==> src/rtl/fb_pkg.sv <==
`default_nettype none
`timescale 1ns/1ps
// ============================================================================
// Package  : fb_pkg
// Brief    : Frame-buffer geometry, bus widths and RGB565 field slices shared
//            by the BRAM arbiter, its scan address generator and its interface.
// Revision : 1.0 - initial release
// ============================================================================
package fb_pkg;

   // Frame geometry (active area only) and BRAM word count
   localparam int HSIZE    = 640;
   localparam int VSIZE    = 480;
   localparam int FB_WORDS = HSIZE * VSIZE;

   // BRAM bus widths; FB_WORDS must fit in 2**ADDR_W
   localparam int ADDR_W   = 19;
   localparam int DATA_W   = 16;

   // RGB565 field positions inside one pixel word
   localparam int RGB_R_MSB = 15;
   localparam int RGB_R_LSB = 11;
   localparam int RGB_G_MSB = 10;
   localparam int RGB_G_LSB = 5;
   localparam int RGB_B_MSB = 4;
   localparam int RGB_B_LSB = 0;

   typedef struct packed {
      logic [RGB_R_MSB-RGB_R_LSB:0] r;
      logic [RGB_G_MSB-RGB_G_LSB:0] g;
      logic [RGB_B_MSB-RGB_B_LSB:0] b;
   } rgb565_t;

endpackage
`default_nettype wire

==> src/rtl/fb_bram_arbiter_if.sv <==
`default_nettype none
`timescale 1ns/1ps
// ============================================================================
// Interface : fb_bram_arbiter_if
// Brief     : Pixel-writer valid/ready port of the frame-buffer arbiter.
//             master = writer (pattern generator / CPU loader),
//             slave  = arbiter.
// Revision  : 1.0 - initial release
// ============================================================================
interface fb_bram_arbiter_if #(
   parameter int ADDR_W = fb_pkg::ADDR_W,
   parameter int DATA_W = fb_pkg::DATA_W
);

   logic              WR_VALID;
   logic              WR_READY;
   logic [ADDR_W-1:0] WR_ADDR;
   logic [DATA_W-1:0] WR_DATA;
   logic              WR_ERR;

   modport master (
      output WR_VALID,
      output WR_ADDR,
      output WR_DATA,
      input  WR_READY,
      input  WR_ERR
   );

   modport slave (
      input  WR_VALID,
      input  WR_ADDR,
      input  WR_DATA,
      output WR_READY,
      output WR_ERR
   );

endinterface
`default_nettype wire

==> src/rtl/fb_scan_addr_gen.sv <==
`default_nettype none
`timescale 1ns/1ps
// ============================================================================
// Module   : fb_scan_addr_gen
// Brief    : VGA scan address generator. Tracks the pixel counter, line
//            counter and line base address from Vsync/Hsync/DE, and latches
//            the vertical-mirror mode once per frame so the image never tears.
// Revision : 1.0 - initial release
// ============================================================================
module fb_scan_addr_gen #(
   parameter int HSIZE  = fb_pkg::HSIZE,
   parameter int VSIZE  = fb_pkg::VSIZE,
   parameter int ADDR_W = fb_pkg::ADDR_W
) (
   input  logic              CLK,
   input  logic              RESET_N,
   input  logic              Vsync,
   input  logic              Hsync,
   input  logic              DE,
   input  logic              Reverse_SW,
   output logic              scan_req,
   output logic [ADDR_W-1:0] scan_addr,
   output logic              frame_start
);
   import fb_pkg::*;

   localparam int HCNT_W = $clog2(HSIZE + 1);
   localparam int LINE_W = $clog2(VSIZE + 1);

   localparam logic [HCNT_W-1:0] C_HMAX      = HCNT_W'(HSIZE);
   localparam logic [LINE_W-1:0] C_VMAX      = LINE_W'(VSIZE);
   localparam logic [ADDR_W-1:0] C_HSTEP     = ADDR_W'(HSIZE);
   localparam logic [ADDR_W-1:0] C_BASE_LAST = ADDR_W'((VSIZE - 1) * HSIZE);

   logic [HCNT_W-1:0] r_hcnt;
   logic [LINE_W-1:0] r_line;
   logic [ADDR_W-1:0] r_base;
   logic              r_rev;
   logic              r_de_1d;
   logic              r_vsync_1d;
   logic              r_frame_start;

   // Edge-detect history for DE and Vsync, plus the registered frame-start pulse
   always_ff @(posedge CLK or negedge RESET_N) begin
      if (!RESET_N) begin
         r_de_1d       <= 1'b0;
         r_vsync_1d    <= 1'b0;
         r_frame_start <= 1'b0;
      end else begin
         r_de_1d       <= DE;
         r_vsync_1d    <= Vsync;
         r_frame_start <= r_vsync_1d & ~Vsync;
      end
   end

   // Scan counters: frame start wins over end-of-line, which wins over Hsync/DE
   always_ff @(posedge CLK or negedge RESET_N) begin
      if (!RESET_N) begin
         r_hcnt <= '0;
         r_line <= '0;
         r_base <= '0;
         r_rev  <= 1'b0;
      end else if (!Vsync) begin
         // The new mode applies to this frame at once, so use the switch itself
         r_rev  <= Reverse_SW;
         r_base <= Reverse_SW ? C_BASE_LAST : '0;
         r_line <= '0;
         r_hcnt <= '0;
      end else if (r_de_1d && !DE) begin
         r_hcnt <= '0;
         // Past the last line the base is frozen; it is reloaded at next Vsync
         if (r_line < C_VMAX) begin
            r_line <= r_line + LINE_W'(1);
            r_base <= r_rev ? (r_base - C_HSTEP) : (r_base + C_HSTEP);
         end
      end else if (!Hsync) begin
         r_hcnt <= '0;
      end else if (DE && (r_hcnt < C_HMAX)) begin
         r_hcnt <= r_hcnt + HCNT_W'(1);
      end
   end

   // Scan claims the BRAM only inside the active area; overscan DE is dark
   always_comb begin
      scan_req  = DE && (r_hcnt < C_HMAX) && (r_line < C_VMAX);
      scan_addr = r_base + ADDR_W'(r_hcnt);
   end

   assign frame_start = r_frame_start;

endmodule
`default_nettype wire

==> src/rtl/fb_bram_arbiter.sv <==
`default_nettype none
`timescale 1ns/1ps
// ============================================================================
// Module   : fb_bram_arbiter
// Brief    : Owns the single-port RGB565 frame-buffer BRAM. The VGA scan path
//            has absolute priority; a valid/ready pixel writer is served in
//            every cycle with DE low. Scan reads return through a two-stage
//            pipeline aligned with PIX_VALID.
// Revision : 1.0 - initial release
// ============================================================================
module fb_bram_arbiter #(
   parameter int HSIZE  = fb_pkg::HSIZE,
   parameter int VSIZE  = fb_pkg::VSIZE,
   parameter int ADDR_W = fb_pkg::ADDR_W,
   parameter int DATA_W = fb_pkg::DATA_W
) (
   input  logic              CLK,
   input  logic              RESET_N,
   input  logic              Vsync,
   input  logic              Hsync,
   input  logic              DE,
   input  logic              Reverse_SW,
   fb_bram_arbiter_if.slave  wr_if,
   output logic              BRAM_EN,
   output logic              BRAM_WE,
   output logic [ADDR_W-1:0] BRAM_ADDR,
   output logic [DATA_W-1:0] BRAM_DIN,
   input  logic [DATA_W-1:0] BRAM_DOUT,
   output logic [DATA_W-1:0] PIX_DATA,
   output logic              PIX_VALID,
   output logic              FRAME_START
);
   import fb_pkg::*;

   // One extra bit so the full word count itself is representable
   localparam logic [ADDR_W:0] C_FB_WORDS = (ADDR_W + 1)'(HSIZE * VSIZE);

   logic              w_scan_req;
   logic [ADDR_W-1:0] w_scan_addr;
   logic              w_wr_fire;
   logic              w_wr_in_range;

   logic              r_bram_en;
   logic              r_bram_we;
   logic [ADDR_W-1:0] r_bram_addr;
   logic [DATA_W-1:0] r_bram_din;
   logic              r_wr_err;

   logic              r_scan_d1;
   logic              r_scan_d2;
   logic              r_de_d1;
   logic              r_de_d2;
   logic              r_pix_valid;
   logic [DATA_W-1:0] r_pix_data;

   fb_scan_addr_gen #(
      .HSIZE  (HSIZE),
      .VSIZE  (VSIZE),
      .ADDR_W (ADDR_W)
   ) u_scan_addr_gen (
      .CLK         (CLK),
      .RESET_N     (RESET_N),
      .Vsync       (Vsync),
      .Hsync       (Hsync),
      .DE          (DE),
      .Reverse_SW  (Reverse_SW),
      .scan_req    (w_scan_req),
      .scan_addr   (w_scan_addr),
      .frame_start (FRAME_START)
   );

   // Writer handshake: every DE cycle belongs to scan-out, even overscan ones
   always_comb begin
      wr_if.WR_READY = ~DE;
      w_wr_fire      = wr_if.WR_VALID & ~DE;
      w_wr_in_range  = ({1'b0, wr_if.WR_ADDR} < C_FB_WORDS);
   end

   // Grant mux: one BRAM operation per edge, scan before writer
   always_ff @(posedge CLK or negedge RESET_N) begin
      if (!RESET_N) begin
         r_bram_en   <= 1'b0;
         r_bram_we   <= 1'b0;
         r_bram_addr <= '0;
         r_bram_din  <= '0;
      end else begin
         r_bram_en <= 1'b0;
         r_bram_we <= 1'b0;
         if (w_scan_req) begin
            r_bram_en   <= 1'b1;
            r_bram_addr <= w_scan_addr;
         end else if (w_wr_fire && w_wr_in_range) begin
            r_bram_en   <= 1'b1;
            r_bram_we   <= 1'b1;
            r_bram_addr <= wr_if.WR_ADDR;
            r_bram_din  <= wr_if.WR_DATA;
         end
      end
   end

   // Sticky error: an accepted write that falls outside the frame is dropped
   always_ff @(posedge CLK or negedge RESET_N) begin
      if (!RESET_N) begin
         r_wr_err <= 1'b0;
      end else if (!w_scan_req && w_wr_fire && !w_wr_in_range) begin
         r_wr_err <= 1'b1;
      end
   end

   // Pixel pipeline: address at k, BRAM read at k+1, pixel registered at k+2
   always_ff @(posedge CLK or negedge RESET_N) begin
      if (!RESET_N) begin
         r_scan_d1   <= 1'b0;
         r_scan_d2   <= 1'b0;
         r_de_d1     <= 1'b0;
         r_de_d2     <= 1'b0;
         r_pix_valid <= 1'b0;
         r_pix_data  <= '0;
      end else begin
         r_scan_d1   <= w_scan_req;
         r_scan_d2   <= r_scan_d1;
         r_de_d1     <= DE;
         r_de_d2     <= r_de_d1;
         r_pix_valid <= r_de_d2;
         // Overscan and blanking slots never read the BRAM, so show black
         r_pix_data  <= r_scan_d2 ? BRAM_DOUT : '0;
      end
   end

   assign BRAM_EN      = r_bram_en;
   assign BRAM_WE      = r_bram_we;
   assign BRAM_ADDR    = r_bram_addr;
   assign BRAM_DIN     = r_bram_din;
   assign wr_if.WR_ERR = r_wr_err;
   assign PIX_DATA     = r_pix_data;
   assign PIX_VALID    = r_pix_valid;

endmodule
`default_nettype wire

==> src/flat_wrapper.sv <==
// flat-port wrapper written by rule: the top's interface ports become plain ports
module fb_bram_arbiter_flat import fb_pkg::*;
#(
   parameter int HSIZE  = fb_pkg::HSIZE,
   parameter int VSIZE  = fb_pkg::VSIZE,
   parameter int ADDR_W = fb_pkg::ADDR_W,
   parameter int DATA_W = fb_pkg::DATA_W
)
  (CLK, RESET_N, Vsync, Hsync, DE, Reverse_SW, BRAM_EN, BRAM_WE, BRAM_ADDR, BRAM_DIN, BRAM_DOUT, PIX_DATA, PIX_VALID, FRAME_START, wr_if_WR_VALID, wr_if_WR_ADDR, wr_if_WR_DATA, wr_if_WR_READY, wr_if_WR_ERR);
  fb_bram_arbiter_if #(.ADDR_W(ADDR_W), .DATA_W(DATA_W)) wr_if_i ();
  input  logic CLK;
  input  logic RESET_N;
  input  logic Vsync;
  input  logic Hsync;
  input  logic DE;
  input  logic Reverse_SW;
  output logic BRAM_EN;
  output logic BRAM_WE;
  output logic [ADDR_W-1:0] BRAM_ADDR;
  output logic [DATA_W-1:0] BRAM_DIN;
  input  logic [DATA_W-1:0] BRAM_DOUT;
  output logic [DATA_W-1:0] PIX_DATA;
  output logic PIX_VALID;
  output logic FRAME_START;
  input wire logic [$bits(wr_if_i.WR_VALID)-1:0] wr_if_WR_VALID;
  input wire logic [$bits(wr_if_i.WR_ADDR)-1:0] wr_if_WR_ADDR;
  input wire logic [$bits(wr_if_i.WR_DATA)-1:0] wr_if_WR_DATA;
  output wire logic [$bits(wr_if_i.WR_READY)-1:0] wr_if_WR_READY;
  output wire logic [$bits(wr_if_i.WR_ERR)-1:0] wr_if_WR_ERR;
  assign wr_if_i.WR_VALID = wr_if_WR_VALID;
  assign wr_if_i.WR_ADDR = wr_if_WR_ADDR;
  assign wr_if_i.WR_DATA = wr_if_WR_DATA;
  assign wr_if_WR_READY = wr_if_i.WR_READY;
  assign wr_if_WR_ERR = wr_if_i.WR_ERR;
  fb_bram_arbiter #(.HSIZE(HSIZE), .VSIZE(VSIZE), .ADDR_W(ADDR_W), .DATA_W(DATA_W)) u_core (.CLK(CLK), .RESET_N(RESET_N), .Vsync(Vsync), .Hsync(Hsync), .DE(DE), .Reverse_SW(Reverse_SW), .wr_if(wr_if_i), .BRAM_EN(BRAM_EN), .BRAM_WE(BRAM_WE), .BRAM_ADDR(BRAM_ADDR), .BRAM_DIN(BRAM_DIN), .BRAM_DOUT(BRAM_DOUT), .PIX_DATA(PIX_DATA), .PIX_VALID(PIX_VALID), .FRAME_START(FRAME_START));
endmodule
==> config.mk <==
export PLATFORM = sky130hd
export DESIGN_NAME = fb_bram_arbiter_flat
export DESIGN_NICKNAME = d
export VERILOG_FILES = /design/src/rtl/fb_pkg.sv /design/src/rtl/fb_bram_arbiter_if.sv /design/src/rtl/fb_scan_addr_gen.sv /design/src/rtl/fb_bram_arbiter.sv /design/src/flat_wrapper.sv
export SDC_FILE = /design/constraint.sdc
export NUM_CORES = 1
export LEC_CHECK = 0
export ABC_AREA = 0
export CAP_MARGIN = 10
export CORE_MARGIN = 2
export CORE_UTILIZATION = 30
export DETAILED_ROUTE_END_ITERATION = 8
export GPL_ROUTABILITY_DRIVEN = 0
export GPL_TIMING_DRIVEN = 0
export PLACE_DENSITY_LB_ADDON = 0.25
export SLEW_MARGIN = 25
export SYNTH_ARGS = -nofsm -noshare
export SYNTH_HDL_FRONTEND = slang
export SYNTH_HIERARCHICAL = 1
export SYNTH_SLANG_ARGS = --single-unit
export TNS_END_PERCENT = 20
==> constraint.sdc <==
create_clock -name CLK -period 3.03 [get_ports CLK]
set_clock_uncertainty 0.2 [all_clocks]
set_input_delay 0.606 -clock CLK [delete_from_list [all_inputs] [get_ports CLK]]
set_output_delay 0.606 -clock CLK [all_outputs]
set_load 0.02 [all_outputs]
==> out/results.tsv, run 1 <==
stage	metric	value	unit
run_status	status	finished, violations left	
run_status	violations	hold timing	
synthesis	synthCells	427	
setup_path	critPathLaunch	DE	
synthesis	ys.flop_type	dfrtp_1	
place	dpl.hpwl	8.87	mm
clock_network	cts.sinks	94	
setup_path	endpoint	u_core/BRAM_ADDR[8]	
die	die_x	131	um
finish	antenna_cells	0	
sta	min_period	2870	ps
setup_path	critPathKind	input pin to register	
setup_path	critPathArrivalTime	2910	ps
finish	syn2layout_area_growth	36.5	%
global_routing	globalRouteOverflowTotal	0	
synthesis	postSynthAreaPerCell	11.3	um2
setup_path	crit_required	3070	ps
place	place_area	6260	um2
sta	fmax	0.348	GHz
die	chipHeight	131	um
finish	stdcell_area	6580	um2
routing	wl	11.8	mm
clock_network	path_clk_slew	70	ps
clock_network	postCtsSetupBuffers	0	
power_and_ir_drop	power.total	3.60	mW
die	core_area	15800	um2
power_and_ir_drop	ir_drop	295	uV
setup_path	reg2reg_to	u_core/u_scan_addr_gen/r_base[13]	
clock_network	cts_buffers	9	
setup_path	end_kind	register	
clock_network	cts_tree	built	
die	boundaryPins	115	
sta	setup_viol	0	
power_and_ir_drop	p_per_area	547	nW/um2
clock_network	cts.path.max_buffers	2	
synthesis	post_synth_num_cell_types	55	
global_routing	grt_pass1_vias	3896	
finish	drive_above_1_share	14.2	%
clock_network	h-tree-depth	3	
routing	ant_nets	0	
synthesis	ys_seq_elements	94	
die	start_util	30.6	%
synthesis	synth-edff-count	0	
sta	fin_tns_setup	0	ps
synthesis	syn_area	4820	um2
job	maxCapViolations	0	
synthesis	seq_area_frac_synth	48.8	%
die	rows	46	
clock_network	root_buffer	clkbuf_16	
hold_path	holdCritPathClass	input pin to async pin	
sta	finalCritPeriodShare	94.9	%
global_routing	grt_pass1_wl	19.1	mm
setup_path	rrSetupSlack	420	ps
setup_path	crit_path_max_fanout	10	
setup_path	timing.rr.start	u_core/u_scan_addr_gen/r_rev	
global_routing	grt_usage	14.3	%
clock_network	cts_hold_buffers	0	
sta	timing.hold.ws	-9.72	ps
die	die-area	17100	um2
sta	timing.final.hold_violations	4	
global_routing	grt_antenna_before_repair	0	
clock_network	clock_latency	350	ps
sta	slew_headroom	60.8	%
sta	rsz0062_at_grt	false	
sta	tightestPinTransition	586	ps
routing	avgViaCountPerCell	4.80	
finish	finalNetCount	628	
synthesis	async_flop_share	100	%
routing	dr.pass1.iters	4	
place	numPortBuffers	114	
place	pre_cts_slack	-242	ps
power_and_ir_drop	p_leak	2.84	nW
routing	drc	0	
setup_path	reg2reg_depth	7	
sta	worst_slack	155	ps
sta	finalMaxSlewViolations	0	
synthesis	ys_warn_count	6	
synthesis	synth_nets	502	
routing	avgRoutedWirePerCell	15.2	um
clock_network	post_cts_resized	0	
setup_path	start_kind	input pin	
routing	vias	3707	
routing	drtIter0Drc	183	
global_routing	grt_max_degree	51	
through the flow:
stage / instances / utilization [%]
4_1_cts: 773 / 41.7
3_3_place_gp: 757 / 39.5
3_5_place_dp: 758 / 39.7
6_report: 773 / 41.7
5_1_grt: 773 / 41.7
2_1_floorplan: 427 / -
report_power, final:
| group | total [mW] | internal (mW) | switching (mW) |
|---|---|---|---|
| clock | 1.22 | 0.726 | 0.495 |
| sequential | 1.48 | 1.38 | 0.0931 |
| combinational | 0.904 | 0.477 | 0.427 |
worst min path at each step:
stage	start	endpoint	slack [ps]	cells after the start
3_5_place_dp	u_core/r_de_d2	u_core/PIX_VALID	140	0
4_1_cts	RESET_N	u_core/PIX_DATA[6]	10	1
5_1_grt	RESET_N	u_core/PIX_DATA[6]	20	1
6_report	RESET_N	u_core/PIX_DATA[11]	-10	1
3_3_place_gp	u_core/r_de_d1	u_core/r_de_d2	130	0
2_1_floorplan	RESET_N	u_core/BRAM_ADDR[0]	110	0
synthesized netlist by cell type, types with 3 or more instances:
cell       n  share of area (%)
dfrtp_1   94                 49
and2_1    30                3.9
mux2_2    29                6.8
nand2_1   28                2.2
xnor2_1   21                3.8
nor2_1    17                1.3
ha_1      16                4.2
a21oi_1   15                1.6
nand3_1   15                1.6
o21ai_0   15                1.6
mux2_4    13                4.1
inv_1     12               0.93
nand4_1   10                1.3
clkbuf_1   9               0.70
a31oi_1    8                1.0
xor2_1     8                1.5
a21o_1     7                1.1
and3_1     7               0.91
nor2b_1    7               0.91
a221o_1    6                1.2
nor3_1     6               0.62
buf_2      5               0.52
or3_1      4               0.52
a211oi_1   3               0.47
buf_4      3               0.47
buf_6      3               0.70
state kept, by name, summed over array words and instances (netlist names), 9 cells and up:
name	count
u_core/BRAM_ADDR	19
u_core/BRAM_DIN	16
u_core/PIX_DATA	16
u_core/u_scan_addr_gen/r_base	12
u_core/u_scan_addr_gen/r_hcnt	10
u_core/u_scan_addr_gen/r_line	9
placed cells by master (no fill, tap or decap), types with 4 or more instances in the layout:
| cell type | netlist | layout |
|---|---|---|
| inv_1 | 12 | 12 |
| clkdlybuf4s50_1 | 0 | 113 |
| nor2_1 | 17 | 17 |
| ha_1 | 16 | 16 |
| nor2b_1 | 7 | 7 |
| mux2_2 | 29 | 29 |
| clkbuf_1 | 9 | 9 |
| a21o_1 | 7 | 7 |
| nand4_1 | 10 | 10 |
| and2_1 | 30 | 30 |
| nor3_1 | 6 | 6 |
| or3_1 | 4 | 4 |
| mux2_4 | 13 | 13 |
| xnor2_1 | 21 | 21 |
| nand2_1 | 28 | 28 |
| and3_1 | 7 | 7 |
| buf_6 | 3 | 4 |
| xor2_1 | 8 | 8 |
| buf_2 | 5 | 5 |
| a21oi_1 | 15 | 15 |
| a221o_1 | 6 | 6 |
| clkbuf_16 | 0 | 9 |
| o21ai_0 | 15 | 15 |
| a31oi_1 | 8 | 8 |
| nand3_1 | 15 | 15 |
| dfrtp_1 | 94 | 94 |
cells by family after synthesis:
family / share of synthesized area [%]
xor gates and xnor gates: 5.27
and+or+nand+nor: 16.5
buffers and inverters: 3.74
other: 0.0778
AOI/OAI and AO/OA: 10.2
adders and majority gates: 4.57
DFF: 48.8
muxes: 10.8
layout make-up:
cell class | instances | area (um2)
fill | 1521 | 9190
sequential | 94 | 2350
multi-input combinational | 300 | 2290
timing repair buffer | 115 | 1170
tap | 216 | 270
clock buffer | 9 | 225
buffer | 21 | 135
clock inverter | 6 | 93.8
inverter | 12 | 45.0
routing by layer:
metal / wire length, um / track usage, %
met5: 0 / 0
met2: 5580 / 25.1
met1: 5270 / 17.5
met3: 792 / 3.62
met4: 130 / 4.07
critical path, cell delays in order:
cell and delay [ps]:
clkdlybuf4s50_1 680, nand2_1 200, nor2_1 350, clkbuf_1 420, mux2_2 400, mux2_2 260
Note: power is estimated with default switching activity, not from simulation.
==> run 2, diff against run 1 <==
- ABC_CLOCK_PERIOD_IN_PS: not set -> 3030
- DONT_BUFFER_PORTS: not set -> 1
==> out/results.tsv, run 2 (synthesis results as in run 1) <==
stage	metric	value	unit	change
setup_path	critPathKind	register to register		
setup_path	timing.rr.start	u_core/u_scan_addr_gen/r_rev		
routing	avgViaCountPerCell	4.99		+4.0%
global_routing	grt_max_degree	95		+86%
sta	finalCritPeriodShare	85.9	%	-9.0 points
die	die_x	131	um	unchanged
clock_network	cts.sinks	94		unchanged
global_routing	grt_pass1_wl	16.9	mm	-12%
power_and_ir_drop	p_per_area	600	nW/um2	+9.5%
place	dpl.cell_count	643		-15%
finish	largest_register_ffs	19		unchanged
clock_network	cts_tree	built		
power_and_ir_drop	clkPwrFrac	35.3	%	+1.4 points
setup_path	start_kind	register		
die	start_util	30.6	%	unchanged
sta	timing.final.hold_violations	7		+3
finish	fillers	1621		+6.6%
finish	drive_above_1_share	17.6	%	+3.4 points
routing	avgRoutedWirePerCell	16.4	um	+7.8%
sta	fmax	0.384	GHz	+10%
clock_network	cts.path.max_buffers	2		unchanged
setup_path	rrSetupSlack	430	ps	about the same
power_and_ir_drop	p_int	2.27	mW	-12%
finish	layout_commonest_cell	dfrtp_1		
place	numPortBuffers	0		-100%
clock_network	postCtsSetupBuffers	0		unchanged
sta	fin_tns_setup	0	ps	unchanged
routing	vias	3291		-11%
global_routing	grt_antenna_before_repair	0		unchanged
finish	multi_input_area	2290	um2	unchanged
power_and_ir_drop	power.total	3.25	mW	-9.9%
finish	finalNetCount	514		-18%
die	boundaryPins	115		unchanged
finish	mostFrequentLayoutCells	94 x dfrtp_1, 30 x and2_1, 29 x mux2_2		
power_and_ir_drop	pwr-share-comb	14.6	%	-11 points
setup_path	crit_required	3070	ps	about the same
die	core_area	15800	um2	unchanged
routing	wl	10.8	mm	-8.0%
setup_path	crit_path_max_fanout	12		+2
sta	rsz0062_at_grt	false		
setup_path	reg2reg_to	u_core/u_scan_addr_gen/r_base[13]		
global_routing	grt_usage	12.9	%	-1.5 points
routing	dr.pass1.iters	4		unchanged
sta	timing.hold.ws	-13.9	ps	-4.18 ps
global_routing	globalRouteOverflowTotal	0		unchanged
finish	syn2layout_area_growth	12.4	%	
finish	fin_cells	660		-15%
sta	min_period	2600	ps	-272 ps
clock_network	clock_latency	340	ps	about the same
setup_path	reg2reg_depth	7		unchanged
routing	drtIter0Drc	206		+13%
clock_network	root_buffer	clkbuf_16		
global_routing	grt_pass1_vias	3296		-15%
routing	drc	0		unchanged
sta	finalMaxSlewViolations	0		unchanged
run_status	status	finished, violations left		
job	maxCapViolations	0		unchanged
clock_network	path_clk_slew	70	ps	about the same
hold_path	holdCritPathClass	input pin to async pin		
setup_path	end_kind	register		
power_and_ir_drop	p_switching	975	uW	-4.0%
sta	slew_headroom	62.0	%	+1.3 points
clock_network	h-tree-depth	3		unchanged
power_and_ir_drop	ir_drop	268	uV	-9.0%
power_and_ir_drop	swShare	30.0	%	+1.8 points
power_and_ir_drop	p_leak	2.39	nW	-16%
run_status	violations	hold timing		
finish	regArea	2350	um2	unchanged
die	rows	46		unchanged
setup_path	critPathArrivalTime	2640	ps	-270 ps
sta	tightestPinTransition	567	ps	-19.0 ps
place	dpl.hpwl	7.93	mm	-11%
routing	ant_nets	0		unchanged
clock_network	cts_buffers	9		unchanged
sta	setup_viol	0		unchanged
die	die-area	17100	um2	unchanged
finish	antenna_cells	0		unchanged
power_and_ir_drop	p_seq_share	50.1	%	+9.1 points
die	chipHeight	131	um	unchanged
[run 2: cell types whose count changed in the layout (fill, tap and decap cells not counted), sizes merged]
cell	delta
clkinv	+1
clkbuf	+1
clkdlybuf4s50	-113
buf	-1
bufinv	-1
[run 2: final cells by class]
type                    instances  area share (%)
clock inverters                 6            1.27
clock buffers                  10            4.23
flip-flops and latches         94            43.4
well taps                     216            4.99
multi-input cells             300            42.2
plain buffers                  21            2.50
repair buffers                  1           0.508
inverters                      12           0.832
[run 2: how the worst max path moves through the flow]
stage / startpoint / to / slack [ps] / cells after the start
after global placement: u_core/u_scan_addr_gen/r_rev / u_core/u_scan_addr_gen/r_base[13] / 450 / 7
after CTS: u_core/u_scan_addr_gen/r_rev / u_core/u_scan_addr_gen/r_base[13] / 430 / 7
final: u_core/u_scan_addr_gen/r_rev / u_core/u_scan_addr_gen/r_base[13] / 430 / 7
after global routing: u_core/u_scan_addr_gen/r_rev / u_core/u_scan_addr_gen/r_base[13] / 220 / 7
after detailed placement: u_core/u_scan_addr_gen/r_rev / u_core/u_scan_addr_gen/r_base[13] / 440 / 7
after floorplan: u_core/u_scan_addr_gen/r_hcnt[8] / u_core/BRAM_ADDR[10] / 730 / 7
[run 2: power by group through the flow]
stage	Clock [mW]	Combinational [mW]	Sequential, mW
finish	1.15	0.474	1.63
global route	1.24	0.529	1.65
CTS	1.19	0.480	1.63
detailed placement	0	0.448	1.65
global placement	0	0.438	1.65
floorplan	0	0.375	1.61
[run 2: per-layer routing]
| layer | track usage (%) | part of all wire (%) | vias up |
|---|---|---|---|
| li1 | - | - | 1539 |
| met1 | 15.2 | 42 | 1626 |
| met2 | 21.6 | 47 | 111 |
| met3 | 3.95 | 9.6 | 15 |
| met4 | 5.63 | 1.9 | 0 |
| met5 | 0 | 0 | - |
[run 2: worst max-delay path, stage by stage (launching register included)]
cell	delay (ps)
dfrtp_1	640
inv_1	140
ha_1	350
nor2b_4	160
o31ai_2	250
a21oi_1	130
or4b_1	470
and3_1	170
[run 2: timing repair]
action / CTS / global route
hold buffers: 1 / 0
hold endpoints to repair: 94 / 0
setup endpoints to repair: 0 / 0
resized for setup: 0 / 0
[run 2: per-stage QoR]
stage	cell area, um2	worst slack (ps)	util [%]
floorplan	4820	728	-
global placement	5090	450	32.3
detailed placement	5090	442	32.3
CTS	5410	433	34.3
global route	5410	216	34.3
finish	5410	427	34.3
